<file path="src/rtl/aes_pkg.sv">
// Shared widths for the AES result path and the word-select helper used by the serializer.
package aes_pkg;

  localparam int AES_BLOCK_W         = 128;
  localparam int AES_WORD_W          = 32;
  localparam int AES_WORDS_PER_BLOCK = 4;

  // Word idx of blk in send order; msw_first picks [127:96] as word 0, else [31:0].
  function automatic logic [AES_WORD_W-1:0] blk_word(
    input logic [AES_BLOCK_W-1:0] blk,
    input logic [1:0]             idx,
    input logic                   msw_first
  );
    logic [1:0] slot;
    slot = msw_first ? ~idx : idx;
    return blk[{slot, 5'b0} +: AES_WORD_W];
  endfunction

endpackage

</file>
<file path="src/rtl/aes_blk_fifo.sv">
// Generic width/depth FIFO with registered full/empty flags; head reads as zero when empty.
module aes_blk_fifo #(
  parameter int W     = 128,
  parameter int DEPTH = 2
) (
  input  logic                     clk,
  input  logic                     rst_n,
  input  logic                     push,
  input  logic                     pop,
  input  logic [W-1:0]             wdata,
  output logic [W-1:0]             rdata,
  output logic                     full,
  output logic                     empty,
  output logic [$clog2(DEPTH):0]   count
);

  localparam int AW = $clog2(DEPTH);
  localparam int CW = AW + 1;

  logic [W-1:0]  mem_q [DEPTH];
  logic [AW-1:0] rd_ptr_q, rd_ptr_d;
  logic [AW-1:0] wr_ptr_q, wr_ptr_d;
  logic [CW-1:0] count_q, count_d;
  logic          full_q, full_d;
  logic          empty_q, empty_d;

  always_comb begin
    rd_ptr_d = rd_ptr_q;
    wr_ptr_d = wr_ptr_q;
    count_d  = count_q;
    if (push) wr_ptr_d = wr_ptr_q + AW'(1);
    if (pop)  rd_ptr_d = rd_ptr_q + AW'(1);
    if (push && !pop)      count_d = count_q + CW'(1);
    else if (!push && pop) count_d = count_q - CW'(1);
    full_d  = (count_d == CW'(DEPTH));
    empty_d = (count_d == '0);
  end

  always_ff @(posedge clk or negedge rst_n) begin
    if (!rst_n) begin
      rd_ptr_q <= '0;
      wr_ptr_q <= '0;
      count_q  <= '0;
      full_q   <= 1'b0;
      empty_q  <= 1'b1;
    end else begin
      rd_ptr_q <= rd_ptr_d;
      wr_ptr_q <= wr_ptr_d;
      count_q  <= count_d;
      full_q   <= full_d;
      empty_q  <= empty_d;
    end
  end

  // When full, a push lands on the slot being popped in the same cycle, which is safe.
  always_ff @(posedge clk) begin
    if (push) mem_q[wr_ptr_q] <= wdata;
  end

  assign rdata = empty_q ? '0 : mem_q[rd_ptr_q];
  assign full  = full_q;
  assign empty = empty_q;
  assign count = count_q;

endmodule

</file>
<file path="src/rtl/aes_out_serializer.sv">
// Buffers 128-bit AES results and streams each out as four 32-bit words over valid/ready.
module aes_out_serializer
  import aes_pkg::*;
#(
  parameter int DEPTH     = 2,
  parameter bit MSW_FIRST = 1
) (
  input  logic                   AES_clk,
  input  logic                   AES_rst_n,
  input  logic                   AES_data_out_valid,
  input  logic [AES_BLOCK_W-1:0] AES_data_out,
  input  logic                   ser_ready,
  output logic                   ser_valid,
  output logic [AES_WORD_W-1:0]  ser_data,
  output logic                   ser_last,
  output logic                   fifo_full,
  output logic [7:0]             overflow_cnt
);

  localparam int CW = $clog2(DEPTH) + 1;

  logic [AES_BLOCK_W-1:0] head_blk;
  logic                   fifo_empty;
  logic [CW-1:0]          fifo_cnt;
  logic                   xfer, push, pop, drop;
  logic [1:0]             word_idx_q, word_idx_d;
  logic [7:0]             ovf_q, ovf_d;

  aes_blk_fifo #(
    .W     (AES_BLOCK_W),
    .DEPTH (DEPTH)
  ) u_fifo (
    .clk   (AES_clk),
    .rst_n (AES_rst_n),
    .push  (push),
    .pop   (pop),
    .wdata (AES_data_out),
    .rdata (head_blk),
    .full  (fifo_full),
    .empty (fifo_empty),
    .count (fifo_cnt)
  );

  // A full FIFO still accepts when the head's last word leaves this cycle.
  always_comb begin
    xfer = ser_valid && ser_ready;
    pop  = xfer && (word_idx_q == 2'd3);
    push = AES_data_out_valid && ((fifo_cnt < CW'(DEPTH)) || pop);
    drop = AES_data_out_valid && !push;

    word_idx_d = xfer ? word_idx_q + 2'd1 : word_idx_q;
    ovf_d      = (drop && (ovf_q != 8'hFF)) ? ovf_q + 8'd1 : ovf_q;
  end

  always_ff @(posedge AES_clk or negedge AES_rst_n) begin
    if (!AES_rst_n) begin
      word_idx_q <= 2'd0;
      ovf_q      <= 8'd0;
    end else begin
      word_idx_q <= word_idx_d;
      ovf_q      <= ovf_d;
    end
  end

  assign ser_valid    = !fifo_empty;
  assign ser_data     = blk_word(head_blk, word_idx_q, MSW_FIRST);
  assign ser_last     = ser_valid && (word_idx_q == 2'd3);
  assign overflow_cnt = ovf_q;

endmodule

</file>
<file path="config.mk">
export PLATFORM = sky130hd
export DESIGN_NAME = aes_out_serializer
export DESIGN_NICKNAME = d
export VERILOG_FILES = /design/src/rtl/aes_pkg.sv /design/src/rtl/aes_blk_fifo.sv /design/src/rtl/aes_out_serializer.sv
export SDC_FILE = /design/constraint.sdc
export NUM_CORES = 1
export LEC_CHECK = 0
export BUFFER_PORTS_ARGS = -buffer_cell sky130_fd_sc_hd__buf_2
export CAP_MARGIN = 20
export CORE_MARGIN = 4
export CORE_UTILIZATION = 60
export DETAILED_ROUTE_END_ITERATION = 7
export HOLD_SLACK_MARGIN = 0.1
export PLACE_DENSITY = 0.82
export SYNTH_ARGS = -nofsm -noshare
export SYNTH_HDL_FRONTEND = slang
export SYNTH_SLANG_ARGS = --single-unit
</file>
<file path="constraint.sdc">
create_clock -name AES_clk -period 18.95 [get_ports AES_clk]
set_input_delay 2.8425 -clock AES_clk [delete_from_list [all_inputs] [get_ports AES_clk]]
set_output_delay 2.8425 -clock AES_clk [all_outputs]
set_load 0.05 [all_outputs]
</file>
== Yosys cells after proc, flatten, opt, wreduce, memory -nomap -nowiden ==
Memories as Yosys holds them, arrays and structs flattened.
Cells that the tools add are included.
Widths: inputs -> output; s select.
Storage, ports and cells
  output and inout port bits: 43
  memories kept: 1
  bits in writable memories: 256
  register bits after elaboration: 16
  input bits: 132
  logic and storage cells: 38
Operators by class
  shifts and indexed selects: 1
  $add $sub $neg: 6
  eq/ne operators: 3
  order comparisons: 1
  multiplexer cells: 5
  reduce and logical (&&, ||, !) cells: 13
  bitwise logic cells: 1
Memory list
  u_fifo.mem_q: words 2, bits a word 128, rd ports 1, clocked after Yosys merged registers in 0, write ports 1, line aes_blk_fifo.sv:20  | logic [W-1:0] mem_q [DEPTH];
Operators with widths (number)
  $mux 128: 1
  $shiftx 128x8->32: 1
  $add 8x1->8 const B: 1
  $logic_and 1x1->1: 8
  $ne 8x8->1 const B: 1
  $add 2x1->2 const B: 2
  $eq 2x2->1 const B: 2
  $mux 2: 2
  $logic_not 1->1: 3
  $add 1x1->1 const B: 2
  $logic_not 2->1: 1
  $lt 2x2->1 const B: 1
  $mux 1: 2
  $not 2->2: 1
  $sub 2x1->2 const B: 1
  $logic_or 1x1->1: 1

== Logic depth before layout (Yosys ltp) ==
  word-level depth: 10
  mapped depth: 6
  mapped depth without buffers: 5

== By module ==
A second synthesis with hierarchy kept.
Second synthesis, totals
  cell total of the unflattened synthesis: 662
  area total of the unflattened synthesis: 11402.2 sq um
Modules (own cells, without submodules)
  aes_blk_fifo: cells an instance 571, instances 1, area an instance 10063.4 sq um, sequential area each 7838.8 sq um
  aes_out_serializer: cells an instance 91, instances 1, area an instance 1338.8 sq um, sequential area each 250.2 sq um

== Worst setup path before layout ==
OpenSTA, ideal clock, no wires.
  kind: input to register
  start point: input AES_data_out_valid
  end point: memory u_fifo.mem_q[0][0], enable pin
  buffers on the path: 1
  stages on the path: 3
  data arrival time: 8534 ps
  library setup time: 617 ps
  path slack: 9799 ps
  required time: 18333 ps
  path through: clkbuf_1 -> nand2_1 -> nor2_1
On the way
  cells in the longest elaborated chain, start to end: 3
RTL lines
  from (decl): line aes_out_serializer.sv:10  | input logic AES_data_out_valid,
  $logic_and 1x1->1: line aes_out_serializer.sv:48  | push = AES_data_out_valid && ((fifo_cnt < CW'(DEPTH)) || pop);
  $mux 1: line aes_blk_fifo.sv:57  | if (push) mem_q[wr_ptr_q] <= wdata;
  $mux 1 (implied by the code): line aes_blk_fifo.sv:57
  to (decl): line aes_blk_fifo.sv:20
Every way passes these cells.

== Worst setup path in the final report ==
  start point: register word_idx_q[1]
  end point: output ser_data[8]
On the way
  cells in the longest elaborated chain, start to end: 2
RTL lines
  from (decl): line aes_out_serializer.sv:26  | logic [1:0] word_idx_q, word_idx_d;
  from (signal assigned): line aes_out_serializer.sv:60  | word_idx_q <= word_idx_d;
  $not 2->2: line aes_pkg.sv:15  | slot = msw_first ? ~idx : idx;
  $shiftx 128x8->32: line aes_pkg.sv:16  | return blk[{slot, 5'b0} +: AES_WORD_W];
  to (decl): line aes_out_serializer.sv:14  | output logic [AES_WORD_W-1:0] ser_data,
Every way passes these cells.

==> impl_metrics.csv <==
group,metric,value,unit
synth,ys_ff_latch,272,
worst_setup_path,critPathMaxFanout,67,
synth,synthDistinctLibCells,42,
placement,pre_cts_slack,13.24,ns
synth,synth.area.top_cells,"edfxtp_1 (71%), mux4_2 (6.6%), a2111oi_2 (4.4%), nor2b_1 (3.7%), dfrtp_1 (3.4%)",
cts,worstSkewPairLatency,0.52,ns
synth,synth-seq-area-share,0.742,
power,switching_share,0.385,
power,seq_power_share,0.379,
sta,rsz0062_at_grt,"no",
route,routed_wirelength,21.7,mm
sta,fin_ws,12.69,ns
worst_hold_path,hold_path_end,"overflow_cnt[3]$_DFFE_PN0P_",
worst_setup_path,max_stage_delay,0.96,ns
cells_and_area,fillers,1121,
worst_hold_path,hold_path_startpoint,"overflow_cnt[3]$_DFFE_PN0P_",
route,vias_per_cell,5.97,
sta,relSlewSlack,0.315,
floorplan,core,17900,um2
worst_setup_path,cp_num_buf_inv,2,
route,wl_per_cell,22.0,um
global_route,grt_max_degree,79,
cts,cts_made_buffers,27,
sta,finalCritPeriodShare,0.330,
synth,netlist_instances,556,
worst_setup_path,r2r-end,"u_fifo.mem_q[1][68]$_DFFE_PP_",
floorplan,die-area,20400,um2
cells_and_area,most-common-layout-cells,"edfxtp_1 (256), buf_2 (174), nor2b_1 (65)",
sta,max_clock_freq,0.160,GHz
worst_setup_path,cp.required,16.11,ns
floorplan,rows,49,
synth,synth.avg_cell_area,19.6,um2
floorplan,initial_utilization,0.609,
route,drt-initial-drc-count,400,
sta,drv_slew,0,
sta,timing.hold.ws,0.522,ns
worst_setup_path,arrival,3.42,ns
synth,yosysWarnings,0,
global_route,grt_util_all_layers,0.212,
sta,setup_tns,0,ns
cells_and_area,instances_no_fill,986,
power,pwr-share-clk,0.232,
power,ir_worst_vdd,0.138,mV
power,p_per_area,167,nW/um2
worst_setup_path,worstSetupStartpointType,"flip-flop",
route,postRouteAntennaNets,0,
global_route,antenna_found_initial,3,
floorplan,num_io_pins,175,
synth,synth_edf_count,256,
floorplan,die_w,143,um
power,intPower,0.00131,W
cts,cts_buffer_depth,3,
worst_setup_path,reg2reg_from,"word_idx_q[1]$_DFFE_PN0P_",
synth,netlist_area,10900,um2
synth,async_reset_ff_frac,0.0588,
global_route,grt_first_pass_wirelength,33.3,mm
placement,dpl.hpwl,13.4,mm
sta,finClkSkew,0.0103,ns
cts,htree_levels,1,
power,p_comb_frac,0.389,
cells_and_area,area_growth_syn_to_layout,16.8,%
floorplan,die_height,143,um
route,num_vias,5883,
status,outcome,"complete, no violations",
cts,cts.sinks,272,
worst_setup_path,end_kind,"output pin",
cells_and_area,multiInputGateArea,2580,um2
synth,synth-main-ff-cell,"edfxtp_1",
cts,cts_tree,"built",
sta,finalHoldViolCount,0,
route,drt_pass1_iterations,5,
sta,worst_pin_slew,1.03,ns
worst_setup_path,cp_slowest_cell,"dfrtp_4",
sta,layout_min_cycle_time,6.26,ns
synth,yosysTopAreaCellShare,0.705,
worst_setup_path,path_class,"reg -> out",
placement,place_congestion,0.773,
cells_and_area,fin_nets,869,
cts,cts_resized,0,
power,p_leak,4.46,nW
cts,cts_root_buf,"clkbuf_16",
cts,cts_setup_buffers,0,
global_route,grt_pass1_vias,6215,
placement,dpl.cell_count,935,
worst_setup_path,worstPathCellList,"buf_4, mux4_2, nor2b_1, a2111oi_2, buf_2",
synth,syn_nets,690,
cts,cts_hold_buf,0,
global_route,grt_overflow,0,
cells_and_area,regArea,8090,um2
worst_hold_path,hold_class,"reg -> reg",
run,cap_violations,0,
power,p_switching,0.000819,W
worst_setup_path,critical_path.top_delay_family,"buffers and inverters",
sta,setup_viol,0,
worst_setup_path,worstRegToRegCells,6,
cts,clkSlewWorstSetupHoldPaths,0.06,ns
cells_and_area,drive_above_1_share,0.390,
worst_hold_path,min_path_cells,1,
cells_and_area,final_common_cell,"edfxtp_1",
placement,numPortBuffers,174,
synth,yosysTopAreaCell,"edfxtp_1",
worst_setup_path,reg2reg_slack,14.40,ns
route,drc,0,
layer usage:
metal,part of all wire,track usage
met1,0.37,0.273
met2,0.52,0.362
met3,0.082,0.0492
met4,0.022,0.0710
met5,0.0010,0
worst register-to-register path, cell delays in order (launching register included):
cell	delay, ns
dfrtp_4	0.96
buf_4	0.82
ha_1	0.45
nand3b_4	0.16
nand2_1	0.12
and3_4	0.67
buf_4	0.91
Yosys cell counts (5+ instances only):
library cell / number
dfrtp_1: 15
buf_6: 6
xnor2_1: 5
a211oi_1: 32
mux2i_1: 32
mux4_2: 32
nand2_1: 11
edfxtp_1: 256
nor2b_1: 65
a2111oi_2: 32
buf_2: 11
clkbuf_1: 11
layout make-up:
| type | instances | share of cell area |
|---|---|---|
| Sequential cell | 272 | 0.636 |
| Multi-Input combinational cell | 250 | 0.203 |
| Timing Repair Buffer | 182 | 0.0731 |
| Clock buffer | 32 | 0.0546 |
| Tap cell | 229 | 0.0225 |
| Clock inverter | 16 | 0.00973 |
| Inverter | 2 | 0.000590 |
| Antenna cell | 3 | 0.000590 |
sequential cells by signal, summed over array words and instances (netlist names):
register,flops
overflow_cnt,8
u_fifo.empty,1
u_fifo.count,2
u_fifo.full,1
u_fifo.rd_ptr_q,1
word_idx_q,2
u_fifo.wr_ptr_q,1
u_fifo.mem_q,256
how the worst max path moves through the flow:
stage	from	to	slack [ns]	cells past startpoint
floorplan	AES_data_out_valid	u_fifo.mem_q[0][0]$_DFFE_PP_	9.80	3
global placement	word_idx_q[1]$_DFFE_PN0P_	ser_data[8]	13.29	5
detailed placement	word_idx_q[1]$_DFFE_PN0P_	ser_data[16]	13.24	5
CTS	word_idx_q[1]$_DFFE_PN0P_	ser_data[8]	12.63	5
global route	word_idx_q[1]$_DFFE_PN0P_	ser_data[16]	12.45	5
finish	word_idx_q[1]$_DFFE_PN0P_	ser_data[8]	12.69	5
power by group through the flow:
stage          Clock, W  Combinational, W  Sequential (W)
2_1_floorplan         0          0.000672        0.000826
3_3_place_gp          0          0.000822        0.000812
3_5_place_dp          0          0.000836        0.000819
4_1_cts        0.000503          0.000840        0.000807
5_1_grt        0.000530          0.000878        0.000816
6_report       0.000493          0.000829        0.000807
cell families (layout without fill, tap and decap cells):
logic type / count (synthesis) / in the layout / synth area share
flip-flops: 272 / 272 / 0.742
AO/OA/AOI/OAI: 75 / 75 / 0.0730
multiplexers: 68 / 68 / 0.100
other: 0 / 3 / 0
XOR/XNOR: 7 / 7 / 0.00562
buffers and inverters: 34 / 232 / 0.0226
adder cells (fa/ha/maj): 2 / 2 / 0.00229
AND/OR/NAND/NOR: 98 / 98 / 0.0546
metrics by stage:
step | area (um2) | utilization | power (W)
global placement | 11900 | 0.665 | 0.00163
CTS | 12700 | 0.711 | 0.00215
finish | 12700 | 0.711 | 0.00213
global route | 12700 | 0.711 | 0.00222
detailed placement | 11900 | 0.665 | 0.00165
floorplan | 10900 | - | 0.00150
Note: power is estimated with default switching activity, not from simulation.
